==> src/rtl/card_frame_rx.sv <==
// card_frame_rx: serial card-reader frame receiver; optional parity checking enabled by CARD_RX_PARITY_EN.
module card_frame_rx #(
  parameter logic [7:0] TIMEOUT = 8'd200
) (
  input  logic       CLK,
  input  logic       RST,
  input  logic       bitIn,
  input  logic       bitValid,
  output logic [4:0] smartCode,
  output logic       lab,
  output logic [1:0] mode,
  output logic       frameValid,
  output logic       parityErr,
  output logic       framingErr,
  output logic       timeoutErr,
  output logic [7:0] errCount
);
`ifdef CARD_RX_PARITY_EN
  typedef enum logic [1:0] {IDLE, DATA, PARITY, STOP} state_t;
`else
  typedef enum logic [1:0] {IDLE, DATA, STOP} state_t;
`endif
  state_t state, nxt_state;
  logic [2:0] idx, nxt_idx;
  logic [7:0] gap, nxt_gap, data, nxt_data;
  logic fv_n, fe_n, te_n, err_n;
`ifdef CARD_RX_PARITY_EN
  logic bad, nxt_bad, pe_n;
  assign err_n = pe_n | fe_n | te_n;
`else
  assign err_n = fe_n | te_n;
  assign parityErr = 1'b0;
`endif
  always_comb begin
    nxt_state = state;
    nxt_idx = idx;
    nxt_gap = gap;
    nxt_data = data;
    fv_n = 1'b0;
    fe_n = 1'b0;
    te_n = 1'b0;
`ifdef CARD_RX_PARITY_EN
    nxt_bad = bad;
    pe_n = 1'b0;
`endif
    if (state != IDLE && !bitValid) begin
      te_n = (gap == TIMEOUT - 8'd1);
      nxt_gap = te_n ? 8'd0 : gap + 8'd1;
      nxt_state = te_n ? IDLE : state;
    end
    if (bitValid) begin
      nxt_gap = 8'd0;
      case (state)
        IDLE: begin
          nxt_state = bitIn ? IDLE : DATA;
          nxt_idx = 3'd0;
        end
        DATA: begin
          nxt_data = {bitIn, data[7:1]};
          nxt_idx = idx + 3'd1;
`ifdef CARD_RX_PARITY_EN
          nxt_state = (idx == 3'd7) ? PARITY : DATA;
`else
          nxt_state = (idx == 3'd7) ? STOP : DATA;
`endif
        end
`ifdef CARD_RX_PARITY_EN
        PARITY: begin
          nxt_bad = ^{data, bitIn};
          nxt_state = STOP;
        end
        STOP: begin
          fv_n = bitIn & ~bad;
          pe_n = bitIn & bad;
          fe_n = ~bitIn;
          nxt_state = IDLE;
        end
`else
        STOP: begin
          fv_n = bitIn;
          fe_n = ~bitIn;
          nxt_state = IDLE;
        end
`endif
        default: nxt_state = IDLE;
      endcase
    end
  end
  always_ff @(posedge CLK) begin
    if (RST) begin
      state <= IDLE;
      idx <= 3'd0;
      gap <= 8'd0;
      data <= 8'd0;
      smartCode <= 5'd0;
      lab <= 1'b0;
      mode <= 2'b10;
      frameValid <= 1'b0;
      framingErr <= 1'b0;
      timeoutErr <= 1'b0;
      errCount <= 8'd0;
`ifdef CARD_RX_PARITY_EN
      bad <= 1'b0;
      parityErr <= 1'b0;
`endif
    end else begin
      state <= nxt_state;
      idx <= nxt_idx;
      gap <= nxt_gap;
      data <= nxt_data;
      frameValid <= fv_n;
      framingErr <= fe_n;
      timeoutErr <= te_n;
      mode <= fv_n ? data[7:6] : 2'b10;
      if (fv_n) {lab, smartCode} <= data[5:0];
      if (err_n && errCount != 8'hff) errCount <= errCount + 8'd1;
`ifdef CARD_RX_PARITY_EN
      bad <= nxt_bad;
      parityErr <= pe_n;
`endif
    end
  end
endmodule
==> config.mk <==
export PLATFORM = sky130hd
export DESIGN_NAME = card_frame_rx
export DESIGN_NICKNAME = d
export VERILOG_FILES = /design/src/rtl/card_frame_rx.sv
export SDC_FILE = /design/constraint.sdc
export NUM_CORES = 1
export LEC_CHECK = 0
export ABC_AREA = 1
export CAP_MARGIN = 20
export CORE_AREA = 2 2 59 72
export CTS_BUF_LIST = sky130_fd_sc_hd__clkbuf_8 sky130_fd_sc_hd__clkbuf_16
export DETAILED_ROUTE_END_ITERATION = 8
export DIE_AREA = 0 0 61 74
export GPL_TIMING_DRIVEN = 0
export PLACE_DENSITY = 0.74
export SLEW_MARGIN = 15
export SYNTH_ARGS = -nofsm -noshare
export SYNTH_HDL_FRONTEND = slang
export SYNTH_SLANG_ARGS = --single-unit
==> constraint.sdc <==
create_clock -name CLK -period 1.2 [get_ports CLK]
set_input_delay 0.3 -clock CLK [delete_from_list [all_inputs] [get_ports CLK]]
set_output_delay 0.3 -clock CLK [all_outputs]
set_load 0.05 [all_outputs]
Word-level counts from Yosys, hierarchy flattened --
Index checks and enable logic that the tools add are counted.
Cells by class: add/sub/neg operators 3, equality and inequality tests 5, reductions and logical operators 13, mux-type cells 13, bitwise logic cells 3
Operators by type and width (count):
- $add 8x1->8 const B | 2
- $eq 8x8->1 const B | 1
- $mux 2 | 4
- $mux 8 | 1
- $ne 8x8->1 const B | 1
- $reduce_bool 2->1 | 4
- $mux 1 | 6
- $pmux 3 s2 | 1
- $reduce_and 2->1 | 3
- $pmux 2 s2 | 1
- $reduce_or 2->1 | 2
- $add 3x1->3 const B | 1
- $eq 3x3->1 const B | 1
- $eq 2x1->1 const B | 1
- $eq 2x2->1 const B | 1
- $logic_and 1x1->1 | 2
- $logic_not 2->1 | 1
- $not 1->1 | 2
- $logic_not 1->1 | 1
- $or 1x1->1 | 1
Storage, ports and cells: bits of input ports 4, output and inout port bits 20, word-level logic and storage cells 48, bits in registers 40

Logic depth before layout (Yosys ltp) --
Gate-level depths: netlist (run 1).
depth in word-level cells 5, depth in mapped cells 9, gate-level depth less buffers 9

Worst setup path after synthesis (run 1) --
OpenSTA, ideal clock, no wires.
path type reg2reg, from register errCount[0], to register errCount[5], library setup time 117 ps, path buffers 0, setup slack -488 ps, period minus slack after synthesis 1688 ps, cell stages (with the launch flop) 9, required time 1083 ps, data arrival time 1571 ps, path through dfxtp_1 -> ha_1 -> nand2_1 -> nor2_1 -> nand2_1 -> nand2_1 -> inv_1 -> a21oi_1 -> nor2_1
Between the ends: word-level cells in the longest chain between the ends 2, elaborated cells between the ends (all ways) 3, classes of those cells 1 x add/sub; 1 x eq/ne; 1 x reduce/logical
RTL lines:
- start: declaration | line 16 | output logic [7:0] errCount
- start signal: assignment | line 116 | if (err_n && errCount != 8'hff) errCount <= errCount + 8'd1;
- parallel branches: the longest is 2 deep, another holds $add 8x1->8
Several ways; the timed one is not identified. A chain may end at the register's enable or synchronous reset.

Worst setup path after layout (run 1) --
from register gap[1], to register state[1]
Between the ends: word-level cells in the longest chain between the ends 3
RTL lines:
- start: declaration | line 25 | logic [7:0] gap, nxt_gap, data, nxt_data;
- start signal: assignment | line 109 | gap <= nxt_gap;
- $eq 8x8->1 | line 47 | te_n = (gap == TIMEOUT - 8'd1);
- $reduce_bool 2->1 (no line)
- $reduce_and 2->1 (no line)
- end signal: assignment | line 107 | state <= nxt_state;
- end: declaration | line 23 | state_t state, nxt_state;
No other way between the ends.

==> results.md, run 1 <==
* Latest clock arrival within the worst-skew pair at 290 ps
* GR Layer Usage met1 at 0.2190
* WL/cell at 11.46 microns
* Final core utilization at 0.6354
* Worst hold slack at 463.7 ps
* Critical path data arrival time at 1530 ps
* Synth cell count leaders: 53 x nand2_1, 40 x dfxtp_1, 38 x nor2_1, 29 x inv_1, 25 x a21oi_1
* Hold-fix buffers, CTS at 0
* Critical path startpoint: gap[1]$_SDFFE_PP0P_
* Status: finished with violations
* Detail Placement HPWL at 2515 microns
* Filler instances at 317
* Total core area at 3847 sq um
* Internal power at 2.104 mW
* Tmin final at 1349 ps
* Max-Cap Viols at 0
* Drt pass-1 iters at 4
* Async set or reset register ratio after synthesis at 0
* Final Hold Viols at 0
* Req. time, crit path at 1380 ps
* Max VDD drop at 941.5 uV
* Failing checks: negative setup slack
* Setup WS post-layout at -148.5 ps
* Inst Count DP at 317
* Cell area power density at 1092 nW/um^2
* ANT nets after route at 0
* Worst-path maximum fanout at 3
* Top-area cell type share of the netlist area at 0.4568
* N_diodes at 0
* Cell Count, Final, Fillers Out at 335
* GR Util met3 at 0.04522
* Fraction of layout cells with a size suffix above 1 at 0.3381
* TritonCTS clock tree: yes
* Die area at 4514 sq um
* Synth cell types at 25
* Vias per inst at 4.830
* Crit path kind: flip-flop to flip-flop
* Via Count at 1618
* Critical R2R Launch: gap[1]$_SDFFE_PP0P_
* Post-synth top area cell: dfxtp_1
* Reg power frac at 0.500
* Met2 Resource Use GR at 0.3226
* Horiz. Die Dim at 61 microns
* Comb pwr share at 0.050
* Top Ports at 24
* Layout area overhead at 39.47%
* DR iter-0 viols at 63
* Skew final at 5.397 ps
* Clock power frac at 0.450
* Syn Nets at 249
* Clock Path Buffers at 2
* Mapped Cells at 241
* Vias in the first global route at 1470
* Fin crit share at 1.124
* Post-Syn Area at 1753 sq um
* EDFF count, synth at 0
* RSZ-0062 raised after global routing: true
* Avg Cell Area, Syn at 7.274 sq um
* Most used DFF post-synth: dfxtp_1
* Drc violations at 0
* GRT overflow at 0
* Number of CTS-inserted buffers at 5
* Final WL at 3840 microns
* #FFs+latches synth at 40
* Leak at 0.9969 nW
* Die span in y at 74 microns
* Worst hold path type: flip-flop to flip-flop
* Reg clk slew, reported paths at 80 ps
* Register area share after synthesis at 0.4568
* Initial Utilization at 0.4556
* Sw frac at 0.2124
* Top-count cell post-synth: nand2_1
* GRT Total Usage at 0.1846
* Layout net count at 288
* Setup crit end kind: flip-flop
* Setup TNS at -1880 ps
* Switching power at 0.5672 mW
* Setup violators final at 20
* CTS Root Cell: clkbuf_8
* Pin count of the biggest net entering global routing at 13
* Initial antenna violation count at 0
* Final Max Slew Viols at 0
* Final Wtd Congestion at 0.8462
* HP Start: data[7]$_SDFFE_PP0P_
* CP Launch Type: flip-flop
* First-pass GRT wire length at 6375 microns
* Top Usage Layer GRT: met2
* Yosys warns at 0
* Buffers on Ports at 22
* Max Fclk at 0.7416 GHz
* Row Count at 25
* H-Tree Depth at 2
* Main area contributors after synthesis: dfxtp_1 46%, nand2_1 11%, nor2_1 8.1%
* Sink Count at 40
## area by class of cell
class / instances / area (sq um) / share of cell area
Multi-Input combinational cell: 166 / 977.2 / 0.3997
Sequential cell: 40 / 830.8 / 0.3398
Timing Repair Buffer: 32 / 284.0 / 0.1162
Inverter: 30 / 116.4 / 0.04759
Clock buffer: 7 / 96.34 / 0.03941
Tap cell: 54 / 67.56 / 0.02764
Buffer: 5 / 42.54 / 0.01740
Clock inverter: 1 / 30.03 / 0.01228
## cells by family (layout without fill, tap and decap cells)
logic type / Yosys count / after routing / share of synthesized area
and+or+nand+nor: 118 / 118 / 0.2962
other: 1 / 1 / 0.002139
buffers and inverters: 35 / 75 / 0.08422
AOI/OAI and AO/OA: 43 / 43 / 0.1321
DFF: 40 / 40 / 0.4568
adders and majority gates: 4 / 4 / 0.02855
## flip-flops by register name, indices dropped and copies added (netlist names), 2 cells and up
signal and flops:
data 8, gap 8, smartCode 5, state 2, errCount 8, mode 2
idx 3
## worst max-delay path: stages (launching register included)
cell	delay, ps
dfxtp_4	370
ha_4	150
nand2_4	60
nor2_4	140
nand3_4	110
buf_4	160
nand2_4	70
inv_4	40
nand2_2	70
o31ai_4	60
## worst paths after layout
path | to | slack, ps | cells after the start
hold reg to reg | mode[1]$_SDFF_PP1_ | 460 | 2
setup / recovery | state[1]$_SDFFE_PP0P_ | -150 | 9
setup reg to reg | state[1]$_SDFFE_PP0P_ | -150 | 9
hold / removal | mode[1]$_SDFF_PP1_ | 460 | 2
## power by group through the flow
stage | registers, mW | clock network (mW) | logic (mW)
2_1_floorplan | 1.37 | 0 | 0.0815
4_1_cts | 1.34 | 1.22 | 0.123
3_5_place_dp | 1.37 | 0 | 0.116
3_3_place_gp | 1.37 | 0 | 0.114
5_1_grt | 1.34 | 1.26 | 0.150
6_report | 1.33 | 1.20 | 0.134
## timing repair
item,in CTS,in global routing
setup buffers,5,4
setup endpoints to repair,55,30
pin swaps,7,8
resized for setup,128,39
cloned,1,0
## stage by stage
step	area [sq um]	total power, mW	worst slack, ps
3_3_place_gp	2116	1.483	-622.9
5_1_grt	2445	2.741	-219.1
3_5_place_dp	2116	1.486	-648.9
2_1_floorplan	1828	1.449	-84.02
4_1_cts	2285	2.683	-107.4
6_report	2445	2.671	-148.5
## per-layer routing
layer	part of all wire	wire, microns
met1	0.44	1687
met2	0.52	2014
met3	0.025	97
met4	0.010	40
met5	0	0
## cell usage in the layout, fill, tap and decap left out, drive strengths merged
cell type,synthesis,routed
a21oi,26,26
a31oi,1,1
buf,3,27
bufinv,0,1
clkbuf,2,14
clkdlybuf4s15,0,1
clkdlybuf4s50,0,2
clkinv,1,1
conb,1,1
dfxtp,40,40
ha,4,4
inv,29,29
nand2,54,54
nand3,17,17
nand4,2,2
nor2,40,40
nor3,5,5
o21ai,13,13
o21bai,1,1
o31ai,2,2
Note: power is estimated with default switching activity, not from simulation.
==> run 2, diff against run 1 <==
--- a/config.mk
+++ b/config.mk
@@ -7,10 +7,10 @@
 export LEC_CHECK = 0
 export ABC_AREA = 1
 export CAP_MARGIN = 20
-export CORE_AREA = 2 2 59 72
+export CORE_AREA = 5 5 62 75
 export CTS_BUF_LIST = sky130_fd_sc_hd__clkbuf_8 sky130_fd_sc_hd__clkbuf_16
 export DETAILED_ROUTE_END_ITERATION = 8
-export DIE_AREA = 0 0 61 74
+export DIE_AREA = 0 0 67 80
 export GPL_TIMING_DRIVEN = 0
 export PLACE_DENSITY = 0.74
 export SLEW_MARGIN = 15
==> run 2 against run 1 <==
The run still ends with negative setup slack left. Critical path depth stayed put. Total power fell by 6.6%. Utilization down 2.2 points. Largest cell class unchanged. Largest power group unchanged.
==> results.md, run 2 (synthesis results as in run 1) <==
* GRT Total Usage at 0.1547 (-0.02987)
* Sink Count at 40 (unchanged)
* Worst-path maximum fanout at 4 (+1)
* Tmin final at 1299 ps (-49.13 ps)
* Pin count of the biggest net entering global routing at 15 (+2)
* CTS Root Cell: clkbuf_8
* Buffers on Ports at 22 (unchanged)
* Number of CTS-inserted buffers at 5 (unchanged)
* Max stage delay on crit path at 370 ps (about the same)
* RSZ-0062 raised after global routing: true
* Max Fclk at 0.7696 GHz (+3.8%)
* Horiz. Die Dim at 67 microns (+9.8%)
* Commonest non-fill, non-tap cell in the layout: nand2_1
* Die span in y at 80 microns (+8.1%)
* Area of the multi-input gates at 917.1 sq um (-6.1%)
* Reg power frac at 0.535 (+0.035)
* DR iter-0 viols at 84 (+33%)
* Hold-fix buffers, CTS at 0 (unchanged)
* Total power draw at 2.496 mW (-6.6%)
* Clock power frac at 0.415 (-0.035)
* Clock Path Buffers at 2 (unchanged)
* Filler instances at 347 (+9.5%)
* Sw frac at 0.2352 (+0.02279)
* Final Wtd Congestion at 0.7721 (-8.8%)
* Final WL at 3680 microns (-4.2%)
* Drc violations at 0 (unchanged)
* Reg clk slew, reported paths at 80 ps (about the same)
* Layout area overhead at 34.69%
* TritonCTS clock tree: yes
* Fin crit share at 1.083 (-0.04095)
* Setup crit end kind: flip-flop
* Most frequent cells in the layout: 48 x nand2_1, 32 x nor2_1, 25 x inv_1, 25 x dfxtp_1, 24 x a21oi_1
* Fraction of layout cells with a size suffix above 1 at 0.3118 (-0.02625)
* H-Tree Depth at 2 (unchanged)
* ANT nets after route at 0 (unchanged)
* Critical path data arrival time at 1480 ps (-50 ps)
* Vias in the first global route at 1496 (+1.8%)
* Failing checks: negative setup slack
* Top Ports at 24 (unchanged)
* Row Count at 25 (unchanged)
* Internal power at 1.909 mW (-9.3%)
* Setup violators final at 12 (-40%)
* Worst hold path type: input port to flip-flop
* Max-Cap Viols at 0 (unchanged)
* GRT overflow at 0 (unchanged)
* Layout net count at 286 (-0.69%)
* Cell area power density at 1057 nW/um^2 (-3.2%)
* Crit path max-delay cell type: dfxtp_4
* Max VDD drop at 1049 uV (+11%)
* Via Count at 1589 (-1.8%)
* Switching power at 0.5869 mW (+3.5%)
* Vias per inst at 4.772 (-1.2%)
* CP most frequent cell: nand2_4
* Initial Utilization at 0.4556 (unchanged)
* Req. time, crit path at 1380 ps (about the same)
* Total core area at 3847 sq um (unchanged)
* WL/cell at 11.05 microns (-3.6%)
* Drt pass-1 iters at 4 (unchanged)
* Biggest regs: data x8, errCount x8, gap x8
* Setup WS post-layout at -99.37 ps (+49.13 ps)
* Crit path cell chain: ha_4 > nand2_4 > nor2_4 > nand3_4 > buf_4 > nand2_4 > inv_2 > nand2_1 > o31ai_1
* Comb pwr share at 0.050 (about the same)
* Detail Placement HPWL at 2502 microns (-0.51%)
* N_diodes at 0 (unchanged)
* Leak at 0.9651 nW (-3.2%)
* Skew final at 4.665 ps (-0.7318 ps)
* Latest clock arrival within the worst-skew pair at 290 ps (about the same)
* Final core utilization at 0.6137 (-0.02179)
* Final Max Slew Viols at 0 (unchanged)
* Crit path kind: flip-flop to flip-flop
* Reg area at 834.6 sq um (+0.45%)
* Initial antenna violation count at 0 (unchanged)
* Die area at 5360 sq um (+19%)
* Final Hold Viols at 0 (unchanged)
* CP Launch Type: flip-flop
* First-pass GRT wire length at 6361 microns (-0.22%)
* Status: finished with violations
run 2: power groups by stage:
| stage | Combinational [mW] | Clock, mW | Sequential, mW |
|---|---|---|---|
| after detailed placement | 0.115 | 0 | 1.37 |
| after floorplan | 0.0815 | 0 | 1.37 |
| after global placement | 0.114 | 0 | 1.37 |
| final | 0.125 | 1.04 | 1.33 |
| after CTS | 0.119 | 1.07 | 1.34 |
| after global routing | 0.141 | 1.12 | 1.34 |
run 2: routing by layer:
metal	global-route usage	wire length, microns	vias up	share of wire
li1	-	-	844	-
met1	0.1826	1674	720	0.45
met2	0.2537	1852	21	0.50
met3	0.04225	107	4	0.029
met4	0.07505	46	0	0.013
met5	0	0	-	0
run 2: critical path: cells and delay by family, from the launching register on:
family / cells / cell delay (ps)
compound gates: 1 / 60
buf+inv: 2 / 210
simple gates: 5 / 410
flops: 1 / 370
fa+ha+maj: 1 / 140
run 2: cell type report:
cell class / count / share of cell area
inverters: 30 / 0.04822
well taps: 54 / 0.02862
multi-input cells: 166 / 0.3884
clock inverters: 2 / 0.006889
flip-flops and latches: 40 / 0.3535
repair buffers: 30 / 0.1176
plain buffers: 5 / 0.01696
clock buffers: 6 / 0.03975
run 2: metrics by stage:
stage	hold slack, ps	setup WS, ps	cells	setup TNS (ps)	area, sq um
floorplan	402.6	-84.02	241	-152.3	1828
global placement	448.3	-635.0	317	-23140	2116
detailed placement	448.8	-650.4	317	-23670	2116
CTS	470.5	-101.7	330	-933.4	2273
global route	459.6	-177.9	333	-2137	2361
finish	426.5	-99.37	333	-858.1	2361
run 2: final timing paths:
path / from / end / slack (ps) / cells past startpoint
max reg2reg: gap[0]$_SDFFE_PP0P_ / state[1]$_SDFFE_PP0P_ / -100 / 9
min: bitValid / gap[0]$_SDFFE_PP0P_ / 430 / 4
max: gap[0]$_SDFFE_PP0P_ / state[1]$_SDFFE_PP0P_ / -100 / 9
min reg2reg: data[0]$_SDFFE_PP0P_ / data[0]$_SDFFE_PP0P_ / 470 / 2
run 2: timing repair:
item	CTS	global route
cloned	1	0
resized for setup	127	28
buffers inserted	4	3
pin swaps	7	2
setup endpoints to repair	56	46
